===== config.mk =====
export PLATFORM = sky130hd
export DESIGN_NAME = axi_lite_master_bridge
export DESIGN_NICKNAME = d
export VERILOG_FILES = /design/src/rtl/axi_lite_master_bridge.sv
export SDC_FILE = /design/constraint.sdc
export NUM_CORES = 1
export LEC_CHECK = 0
export CAP_MARGIN = 20
export CORE_UTILIZATION = 44
export CTS_CLUSTER_DIAMETER = 100
export CTS_CLUSTER_SIZE = 12
export DETAILED_ROUTE_END_ITERATION = 7
export PLACE_DENSITY = 0.94
export SLEW_MARGIN = 40
export SYNTH_ARGS = -nofsm -noshare
export SYNTH_HDL_FRONTEND = slang
export SYNTH_SLANG_ARGS = --single-unit

===== constraint.sdc =====
create_clock -name i_axi_clk -period 5.05 [get_ports i_axi_clk]
set_input_delay 1.2625 -clock i_axi_clk [delete_from_list [all_inputs] [get_ports i_axi_clk]]
set_output_delay 1.2625 -clock i_axi_clk [all_outputs]
set_load 0.01 [all_outputs]

===== src/rtl/axi_lite_master_bridge.sv =====
// Single-beat command-to-AXI4-Lite initiator bridge.
// One outstanding transaction, response returned on a one-cycle strobe.
module axi_lite_master_bridge #(
    parameter int ADDR_WIDTH     = 32,
    parameter int DATA_WIDTH     = 32,
    parameter int STROBE_WIDTH   = DATA_WIDTH / 8,
    parameter int TIMEOUT_CYCLES = 1024
) (
    input  logic                    i_axi_clk,
    input  logic                    i_axi_rst,
    input  logic                    i_cmd_stb,
    output logic                    o_cmd_rdy,
    input  logic                    i_cmd_wr,
    input  logic [ADDR_WIDTH-1:0]   i_cmd_addr,
    input  logic [DATA_WIDTH-1:0]   i_cmd_data,
    input  logic [STROBE_WIDTH-1:0] i_cmd_strb,
    output logic                    o_rsp_stb,
    output logic [DATA_WIDTH-1:0]   o_rsp_data,
    output logic [1:0]              o_rsp_resp,
    output logic                    o_rsp_timeout,
    output logic                    o_awvalid,
    output logic [ADDR_WIDTH-1:0]   o_awaddr,
    input  logic                    i_awready,
    output logic                    o_wvalid,
    output logic [DATA_WIDTH-1:0]   o_wdata,
    output logic [STROBE_WIDTH-1:0] o_wstrb,
    input  logic                    i_wready,
    input  logic                    i_bvalid,
    input  logic [1:0]              i_bresp,
    output logic                    o_bready,
    output logic                    o_arvalid,
    output logic [ADDR_WIDTH-1:0]   o_araddr,
    input  logic                    i_arready,
    input  logic                    i_rvalid,
    input  logic [DATA_WIDTH-1:0]   i_rdata,
    input  logic [1:0]              i_rresp,
    output logic                    o_rready
);

    localparam int              CW     = $clog2(TIMEOUT_CYCLES + 2);
    localparam logic [CW-1:0]   TO_LIM = CW'(TIMEOUT_CYCLES);
    localparam bit              TO_EN  = (TIMEOUT_CYCLES != 0);

    typedef enum logic [2:0] {
        IDLE,
        WR_REQ,
        WR_RESP,
        RD_REQ,
        RD_RESP
    } state_e;

    state_e                  state_q, state_d;
    logic [ADDR_WIDTH-1:0]   addr_q, addr_d;
    logic [DATA_WIDTH-1:0]   wdata_q, wdata_d;
    logic [STROBE_WIDTH-1:0] wstrb_q, wstrb_d;
    logic                    awvalid_q, awvalid_d;
    logic                    wvalid_q, wvalid_d;
    logic                    bready_q, bready_d;
    logic                    arvalid_q, arvalid_d;
    logic                    rready_q, rready_d;
    logic                    rsp_stb_q, rsp_stb_d;
    logic [DATA_WIDTH-1:0]   rsp_data_q, rsp_data_d;
    logic [1:0]              rsp_resp_q, rsp_resp_d;
    logic                    rsp_to_q, rsp_to_d;
    logic [CW-1:0]           cnt_q, cnt_d;

    logic                    aw_ok;
    logic                    w_ok;
    logic                    timeout_hit;
    logic                    abort;

    assign o_cmd_rdy     = (state_q == IDLE) && i_axi_rst;
    assign o_awvalid     = awvalid_q;
    assign o_awaddr      = addr_q;
    assign o_wvalid      = wvalid_q;
    assign o_wdata       = wdata_q;
    assign o_wstrb       = wstrb_q;
    assign o_bready      = bready_q;
    assign o_arvalid     = arvalid_q;
    assign o_araddr      = addr_q;
    assign o_rready      = rready_q;
    assign o_rsp_stb     = rsp_stb_q;
    assign o_rsp_data    = rsp_data_q;
    assign o_rsp_resp    = rsp_resp_q;
    assign o_rsp_timeout = rsp_to_q;

    // A channel is finished once its valid has dropped or handshakes now.
    assign aw_ok       = !awvalid_q || i_awready;
    assign w_ok        = !wvalid_q || i_wready;
    assign timeout_hit = TO_EN && ((cnt_q + CW'(1)) == TO_LIM);

    always_comb begin
        state_d    = state_q;
        addr_d     = addr_q;
        wdata_d    = wdata_q;
        wstrb_d    = wstrb_q;
        awvalid_d  = awvalid_q;
        wvalid_d   = wvalid_q;
        bready_d   = bready_q;
        arvalid_d  = arvalid_q;
        rready_d   = rready_q;
        rsp_stb_d  = 1'b0;
        rsp_data_d = rsp_data_q;
        rsp_resp_d = rsp_resp_q;
        rsp_to_d   = rsp_to_q;
        cnt_d      = cnt_q;
        abort      = 1'b0;

        if (TO_EN && state_q != IDLE) begin
            cnt_d = cnt_q + CW'(1);
        end

        unique case (state_q)
            IDLE: begin
                if (i_cmd_stb) begin
                    addr_d  = i_cmd_addr;
                    wdata_d = i_cmd_data;
                    wstrb_d = i_cmd_strb;
                    cnt_d   = '0;
                    if (i_cmd_wr) begin
                        state_d   = WR_REQ;
                        awvalid_d = 1'b1;
                        wvalid_d  = 1'b1;
                    end else begin
                        state_d   = RD_REQ;
                        arvalid_d = 1'b1;
                    end
                end
            end
            WR_REQ: begin
                if (awvalid_q && i_awready) begin
                    awvalid_d = 1'b0;
                end
                if (wvalid_q && i_wready) begin
                    wvalid_d = 1'b0;
                end
                if (aw_ok && w_ok) begin
                    state_d  = WR_RESP;
                    bready_d = 1'b1;
                end else begin
                    abort = timeout_hit;
                end
            end
            WR_RESP: begin
                if (i_bvalid) begin
                    state_d    = IDLE;
                    bready_d   = 1'b0;
                    rsp_stb_d  = 1'b1;
                    rsp_data_d = '0;
                    rsp_resp_d = i_bresp;
                    rsp_to_d   = 1'b0;
                end else begin
                    abort = timeout_hit;
                end
            end
            RD_REQ: begin
                if (i_arready) begin
                    state_d   = RD_RESP;
                    arvalid_d = 1'b0;
                    rready_d  = 1'b1;
                end else begin
                    abort = timeout_hit;
                end
            end
            RD_RESP: begin
                if (i_rvalid) begin
                    state_d    = IDLE;
                    rready_d   = 1'b0;
                    rsp_stb_d  = 1'b1;
                    rsp_data_d = i_rdata;
                    rsp_resp_d = i_rresp;
                    rsp_to_d   = 1'b0;
                end else begin
                    abort = timeout_hit;
                end
            end
            default: begin
                state_d = IDLE;
            end
        endcase

        // Recovery abort: withdraw everything, report SLVERR with timeout flag.
        if (abort) begin
            state_d    = IDLE;
            awvalid_d  = 1'b0;
            wvalid_d   = 1'b0;
            bready_d   = 1'b0;
            arvalid_d  = 1'b0;
            rready_d   = 1'b0;
            rsp_stb_d  = 1'b1;
            rsp_data_d = '0;
            rsp_resp_d = 2'b10;
            rsp_to_d   = 1'b1;
        end
    end

    always_ff @(posedge i_axi_clk or negedge i_axi_rst) begin
        if (!i_axi_rst) begin
            state_q    <= IDLE;
            addr_q     <= '0;
            wdata_q    <= '0;
            wstrb_q    <= '0;
            awvalid_q  <= 1'b0;
            wvalid_q   <= 1'b0;
            bready_q   <= 1'b0;
            arvalid_q  <= 1'b0;
            rready_q   <= 1'b0;
            rsp_stb_q  <= 1'b0;
            rsp_data_q <= '0;
            rsp_resp_q <= 2'b00;
            rsp_to_q   <= 1'b0;
            cnt_q      <= '0;
        end else begin
            state_q    <= state_d;
            addr_q     <= addr_d;
            wdata_q    <= wdata_d;
            wstrb_q    <= wstrb_d;
            awvalid_q  <= awvalid_d;
            wvalid_q   <= wvalid_d;
            bready_q   <= bready_d;
            arvalid_q  <= arvalid_d;
            rready_q   <= rready_d;
            rsp_stb_q  <= rsp_stb_d;
            rsp_data_q <= rsp_data_d;
            rsp_resp_q <= rsp_resp_d;
            rsp_to_q   <= rsp_to_d;
            cnt_q      <= cnt_d;
        end
    end

endmodule


; ---- Yosys cells after proc, flatten, opt, wreduce, memory -nomap -nowiden
; Index checks and enable logic that the tools add are counted.
[op_classes]
muxes = 51
addsub = 1
reduce_logical = 23
eq_ne = 14
[ops]
columns = op, n
row1 = $mux 32, 3
row2 = $pmux 32 s2, 1
row3 = $mux 11, 3
row4 = $ne 3x3->1 const B, 9
row5 = $mux 1, 24
row6 = $mux 3, 6
row7 = $reduce_bool 3->1, 6
row8 = $pmux 3 s5, 1
row9 = $pmux 1 s2, 7
row10 = $reduce_and 4->1, 3
row11 = $add 11x1->11 const B, 1
row12 = $eq 11x11->1 const B, 1
row13 = $reduce_and 3->1, 3
row14 = $mux 2, 4
row15 = $eq 3x2->1 const B, 2
row16 = $reduce_and 5->1, 1
row17 = $logic_and 1x1->1, 4
row18 = $pmux 1 s4, 1
row19 = $pmux 2 s2, 1
row20 = $eq 3x1->1 const B, 1
row21 = $eq 3x3->1 const B, 1
row22 = $logic_not 3->1, 1
row23 = $logic_not 1->1, 2
row24 = $logic_or 1x1->1, 2
row25 = $reduce_and 2->1, 1
[word_totals]
output_inout_bits = 142
register_bits = 123
elab_cells = 103
input_bits = 113

; ---- Depth between registers and ports, before layout
; Gate-level depths: netlist (run 1).
[logic_depth]
word_depth = 7
depth_mapped = 10
ltp_nobuf = 7

; ---- Least setup slack after synthesis (run 1)
; No wires, ideal clock.
[synth_timing]
path_type = register to output
start = register state_q[1]
end = output port o_cmd_rdy
path_stages_with_launch = 5
required_time_ps = 3788
n_path_buf = 2
setup_slack_ps = 2301
arrival_ps = 1486
cell_sequence = dfrtp_1 clkbuf_1 nor3_1 clkbuf_1 and2_1
[synth_between]
elab_chain_cells = 2
[synth_rtl]
columns = element, line_no
row1 = "start, declared", 52  ; state_e state_q, state_d;
row2 = "start signal, assigned", 214  ; state_q <= state_d;
row3 = $logic_not 3->1, 72  ; assign o_cmd_rdy = (state_q == IDLE) && i_axi_rst;
row4 = $logic_and 1x1->1, 72
row5 = "end, declared", 12  ; output logic o_cmd_rdy,
; No other way between the ends.

; ---- Final worst setup path (run 1)
; Ends and elaborated chain as after synthesis.

==> metrics, run 1 <==
crit path to=o_cmd_rdy; die area=~12000 µm²; pwr dens=641 nW/µm²; grt ovf=0; Die W=~110 µm; initial antenna violation count=0; Critical R2R Capture=o_rsp_data[12]; Post-synth EDFFs=0; Post-CTS Resized=0; GRT Util Overall=0.244; largest area contributor in the netlist=dfrtp_1; # nets final=748; Avg Cell Area, Syn=between 10 and 15 µm²; register clock-pin slew on the reported worst setup and hold paths=approximately 50 ps; H-tree depth=4; endpoints failing setup=0; drt pass-1 iters=8; Hold Path Class=flip-flop to flip-flop; Max Freq=between 0.3 and 0.4 GHz; max-cap viol count=0; Least-Margin Pin Slew=between 700 and 800 ps; RSZ-0062 raised after global routing=no; Max rail drop VDD=353 µV; Ys Warns=0; failing checks=DRC; Netlist cell types=between 40 and 50; Synth Register Bits=around 120; period utilisation layout=0.659; Pleak=roughly 3.4 nW; Synth area leaders=dfrtp_1, mux2_2, a22o_1; DRC=40; largest net degree at the start of global routing=between 50 and 60; sequential fraction of the synthesis area=0.587; Longest Clk Path Bufs=2; I/O Pins=roughly 260; multi-input logic area=roughly 1800 µm²; fin. max-slew vios=0; Area growth syn-to-layout=57.1%; CP arrival=2070 ps; Routed Antenna Nets=0; Top FF cell, synth=dfrtp_1; cell count after synthesis=approximately 410; total wire length=approximately 15000 µm; Seq. cell area=roughly 3100 µm²; dpl hpwl=between 10000 and 15000 µm; Rel. slew slack=0.479; final setup TNS=0 ps; Starting DRT DRC Count=between 200 and 300; WL per Instance=about 19 µm; global-route wire length before repair=between 20000 and 25000 µm; Starting Density=0.455; Final WS setup=1720 ps; Worst path max stage delay=around 540 ps; CTS Root Cell=clkbuf_16; reg2reg setup slack=between 2000 and 2500 ps; Crit path required time=about 3800 ps; postcts setup bufs=0; Mapped Nets=around 520; worst slack at placement=between 1000 and 1500 ps; most frequent cell after synthesis=dfrtp_1; R2R Path Start=cnt_q[0]; slowest CP cell=clkdlybuf4s50_1; Core Rows=39; Clock Skew=7.33 ps; Crit. End Element=output port; CTS tree=built; Syn Std Cell Area=between 5000 and 6000 µm²; outcome=finished with violations; final hold viol count=0; via count=about 4100; RePlAce Congestion=between 0.8 and 0.9; CP startpoint kind=flip-flop; layout cells sized above 1=0.175; CP startpoint=state_q[1]; CP cell instances=nor3_1 > buf_4 > and2_1 > clkdlybuf4s50_1; core area=~12000 µm²; Synth top cells by count=dfrtp_1, mux2_2, buf_4, a22o_1, nand2_1; cts hold-fix bufs=0; Reg2Reg Depth=7; Max Fanout on Critical Path=16; worst skew pair latency=roughly 400 ps; number of global-route vias before repair=between 4000 and 5000; Final min period=roughly 3300 ps; Clock Sinks=roughly 120; Die Ht=111 µm; Fillers=roughly 760; post-synth top area share=0.587; # diodes=0; vias per inst=5.24; Synth async-reset ratio=1.00; crit path kind=flip-flop to output port; port buffer count=~250; CTS Buf Count=17
==> worst max-delay path, delay by kind of cell, from the launching register on <==
family / cells / cell delay [ps]
buffers and inverters: 2 / 780
flip-flops: 1 / 500
AND/OR/NAND/NOR: 2 / 380
==> stage by stage <==
step,utilization,instance area [µm²],hold slack (ps),power [mW],std cells
3_3_place_gp,0.662,7620,488,4.06,754
4_1_cts,0.715,8230,507,5.33,787
6_report,0.715,8230,499,5.28,787
2_1_floorplan,-,5240,504,2.90,409
5_1_grt,0.715,8230,513,5.54,787
3_5_place_dp,0.668,7690,493,4.18,757
==> final cells by class <==
| type | count | area share |
|---|---|---|
| multi-input combinational | 225 | 0.216 |
| timing repair buffer | 260 | 0.319 |
| clock buffer | 22 | 0.0576 |
| tap | 143 | 0.0217 |
| clock inverter | 8 | 0.00851 |
| sequential | 123 | 0.374 |
| inverter | 6 | 0.00274 |
==> sequential cells by signal, summed over array words and instances, names as in the netlist <==
signal         flops
cnt_q             11
o_araddr          32
o_arvalid          1
o_awvalid          1
o_bready           1
o_rready           1
o_rsp_data        32
o_rsp_resp         2
o_rsp_stb          1
o_rsp_timeout      1
o_wdata           32
o_wstrb            4
o_wvalid           1
state_q            3
==> logic make-up after synthesis <==
family	share of synthesized area
XOR/XNOR	0.00501
AO/OA/AOI/OAI	0.107
adder cells (fa/ha/maj)	0.00477
flip-flops	0.587
multiplexers	0.148
buffers and inverters	0.0740
AND/OR/NAND/NOR	0.0742
==> placed cells by master, fill, tap and decap left out, types with 2 or more instances in the layout <==
cell type        count
clkdlybuf4s50_1    253
nor2_1              13
nand3_1              8
nand4_1              4
and2_1               3
mux2_2              69
dfrtp_1            123
clkinvlp_4           2
o31ai_1              3
clkinv_2             5
clkbuf_1             2
o21ai_0             14
clkbuf_16           17
ha_1                 2
o21ai_1              4
o311ai_1             2
buf_4                4
a22o_1              33
a21oi_1             11
clkbuf_8             3
xor2_1               3
nand2_1             20
inv_1                5
or3_1                3
nor2b_1              5
nor3_1               3
nand3b_1             3
buf_12               2
==> how the worst min path moves through the flow <==
| stage | from | to | slack, ps | cells past startpoint |
|---|---|---|---|---|
| 2_1_floorplan | cnt_q[7] | cnt_q[7] | 500 | 1 |
| 3_3_place_gp | o_rsp_data[27] | o_rsp_data[27] | 490 | 1 |
| 3_5_place_dp | o_rsp_data[0] | o_rsp_data[0] | 490 | 1 |
| 4_1_cts | o_rsp_data[31] | o_rsp_data[31] | 510 | 1 |
| 5_1_grt | o_rsp_data[2] | o_rsp_data[2] | 510 | 1 |
| 6_report | o_rsp_data[31] | o_rsp_data[31] | 500 | 1 |
==> report_power, final <==
part	total, mW	switching, mW	internal (mW)
Combinational	2.42	0.948	1.47
Sequential	1.75	0.319	1.43
Clock	1.11	0.408	0.704
==> per-layer routing <==
layer,wire length [µm],track usage,vias up
met5,0,0,-
met4,244,0.0757,0
met3,1050,0.0722,20
met2,7650,0.437,183
met1,5610,0.279,2036
li1,-,-,1883
Power figures use the tool's default switching activity.
==> run 2, diff against run 1 <==
Settings changed: CORE_UTILIZATION 44 to 41, PLACE_DENSITY 0.94 to 0.89.
Clock period 5.05 ns to 3.24 ns, I/O delays scaled along.
==> metrics, run 2 (synthesized netlist as in run 1, its figures left out) <==
outcome=completed; Max Freq=roughly 0.34 GHz; largest net degree at the start of global routing=80; Comb power frac=0.447; WL per Instance=between 15 and 20 µm; port buffer count=between 200 and 300; CTS Buf Count=17; multi-input logic area=1780 µm²; Seq. cell area=3080 µm²; worst skew pair latency=~410 ps; global-route wire length before repair=between 20000 and 25000 µm; register clock-pin slew on the reported worst setup and hold paths=50 ps; Hold Path Class=input pin to asynchronous set/reset pin; number of global-route vias before repair=between 4000 and 5000; Routed Antenna Nets=0; CTS tree=built; Crit path required time=2430 ps; vias per inst=slightly above 5; crit path kind=flip-flop to output port; RePlAce Congestion=0.887; met2 usage=0.389; Least-Margin Pin Slew=712 ps; via count=around 4200; Pint=roughly 5.8 mW; H-tree depth=4; Seq pwr share=0.326; Post-Layout Cell Count=814; Global Route met3 Usage=0.0675; CTS Root Cell=clkbuf_16; Core Rows=40; total wire length=about 15000 µm; cts hold-fix bufs=0; # diodes=0; Rel. slew slack=0.526; I/O Pins=between 200 and 300; dpl hpwl=around 11000 µm; Switch Pwr=about 2.6 mW; Clock Power Share=0.228; final setup TNS=0 ps; Final min period=slightly below 3000 ps; CP arrival=2110 ps; drt pass-1 iters=5; Clock Sinks=123; overall power=roughly 8.4 mW; pwr dens=a little over 1000 nW/µm²; period utilisation layout=0.900; core area=12300 µm²; commonest cells after routing, fill and taps aside=clkdlybuf4s50_1, dfrtp_1, mux2_2, a22o_1, nand2_1; endpoints failing setup=0; CP startpoint kind=flip-flop; Max rail drop VDD=~400 µV; Pleak=3.48 nW; Fillers=around 860; postcts setup bufs=0; switch share=0.312; RSZ-0062 raised after global routing=no; final hold viol count=0; Starting DRT DRC Count=approximately 350; gr busiest metal=met2; die area=approximately 13000 µm²; Die W=between 100 and 150 µm; DRC=0; fin. max-slew vios=0; # nets final=749; initial antenna violation count=0; layout cells sized above 1=0.176; Max Fanout on Critical Path=16; commonest non-fill, non-tap cell in the layout=clkdlybuf4s50_1; Starting Density=0.428; post-route cell area=roughly 8300 µm²; Longest Clk Path Bufs=2; GR Layer Usage met1=0.262; Placed Cells=between 700 and 800; Clock Skew=between 10 and 15 ps; Post-CTS Resized=0; GRT Util Overall=0.225; Post-DP Area=a little under 8000 µm²; Die Ht=about 120 µm; WHS=a little over 500 ps; max-cap viol count=0; grt ovf=0; Crit. End Element=output port; Area growth syn-to-layout=58.4%
[run 2: cell type report]
class                      count  share of cell area
tap                          168              0.0253
clock buffer                  23              0.0588
timing repair buffer         261               0.314
multi-input combinational    225               0.214
sequential                   123               0.371
inverter                       6             0.00271
clock inverter                 8              0.0139
[run 2: power groups by stage]
stage	registers, mW	logic (mW)	clock network [mW]
6_report	2.74	3.76	1.92
3_3_place_gp	2.69	3.66	0
3_5_place_dp	2.75	3.76	0
5_1_grt	2.83	3.98	2.02
2_1_floorplan	2.94	1.58	0
4_1_cts	2.75	3.78	1.95
[run 2: through the flow]
| stage | setup slack (ps) | utilization |
|---|---|---|
| 2_1_floorplan | 944 | - |
| 3_3_place_gp | 402 | 0.628 |
| 3_5_place_dp | 189 | 0.628 |
| 4_1_cts | 327 | 0.677 |
| 5_1_grt | 189 | 0.677 |
| 6_report | 323 | 0.677 |
[run 2: metal layers]
metal / wire [µm] / vias up
met2: 7680 / 224
li1: - / 1885
met1: 5710 / 2043
met4: 354 / 0
met5: 0 / -
met3: 1120 / 37
[run 2: worst max-delay path, stage by stage (launching register included)]
cell and delay [ps]:
dfrtp_1 520, nor3_1 230, buf_4 230, and2_1 150, clkdlybuf4s50_1 570
[run 2: worst paths after layout]
check                               start             end  slack, ps  depth (start not counted)
setup / recovery               state_q[1]       o_cmd_rdy        320                          4
hold / removal                  i_axi_rst       cnt_q[10]        500                          2
setup reg to reg                 cnt_q[0]  o_rsp_data[15]        540                          8
hold reg to reg            o_rsp_data[22]  o_rsp_data[22]        500                          1
max in group asynchronous       i_axi_rst    o_araddr[20]       1650                          3
min in group i_axi_clk     o_rsp_data[22]  o_rsp_data[22]        500                          1
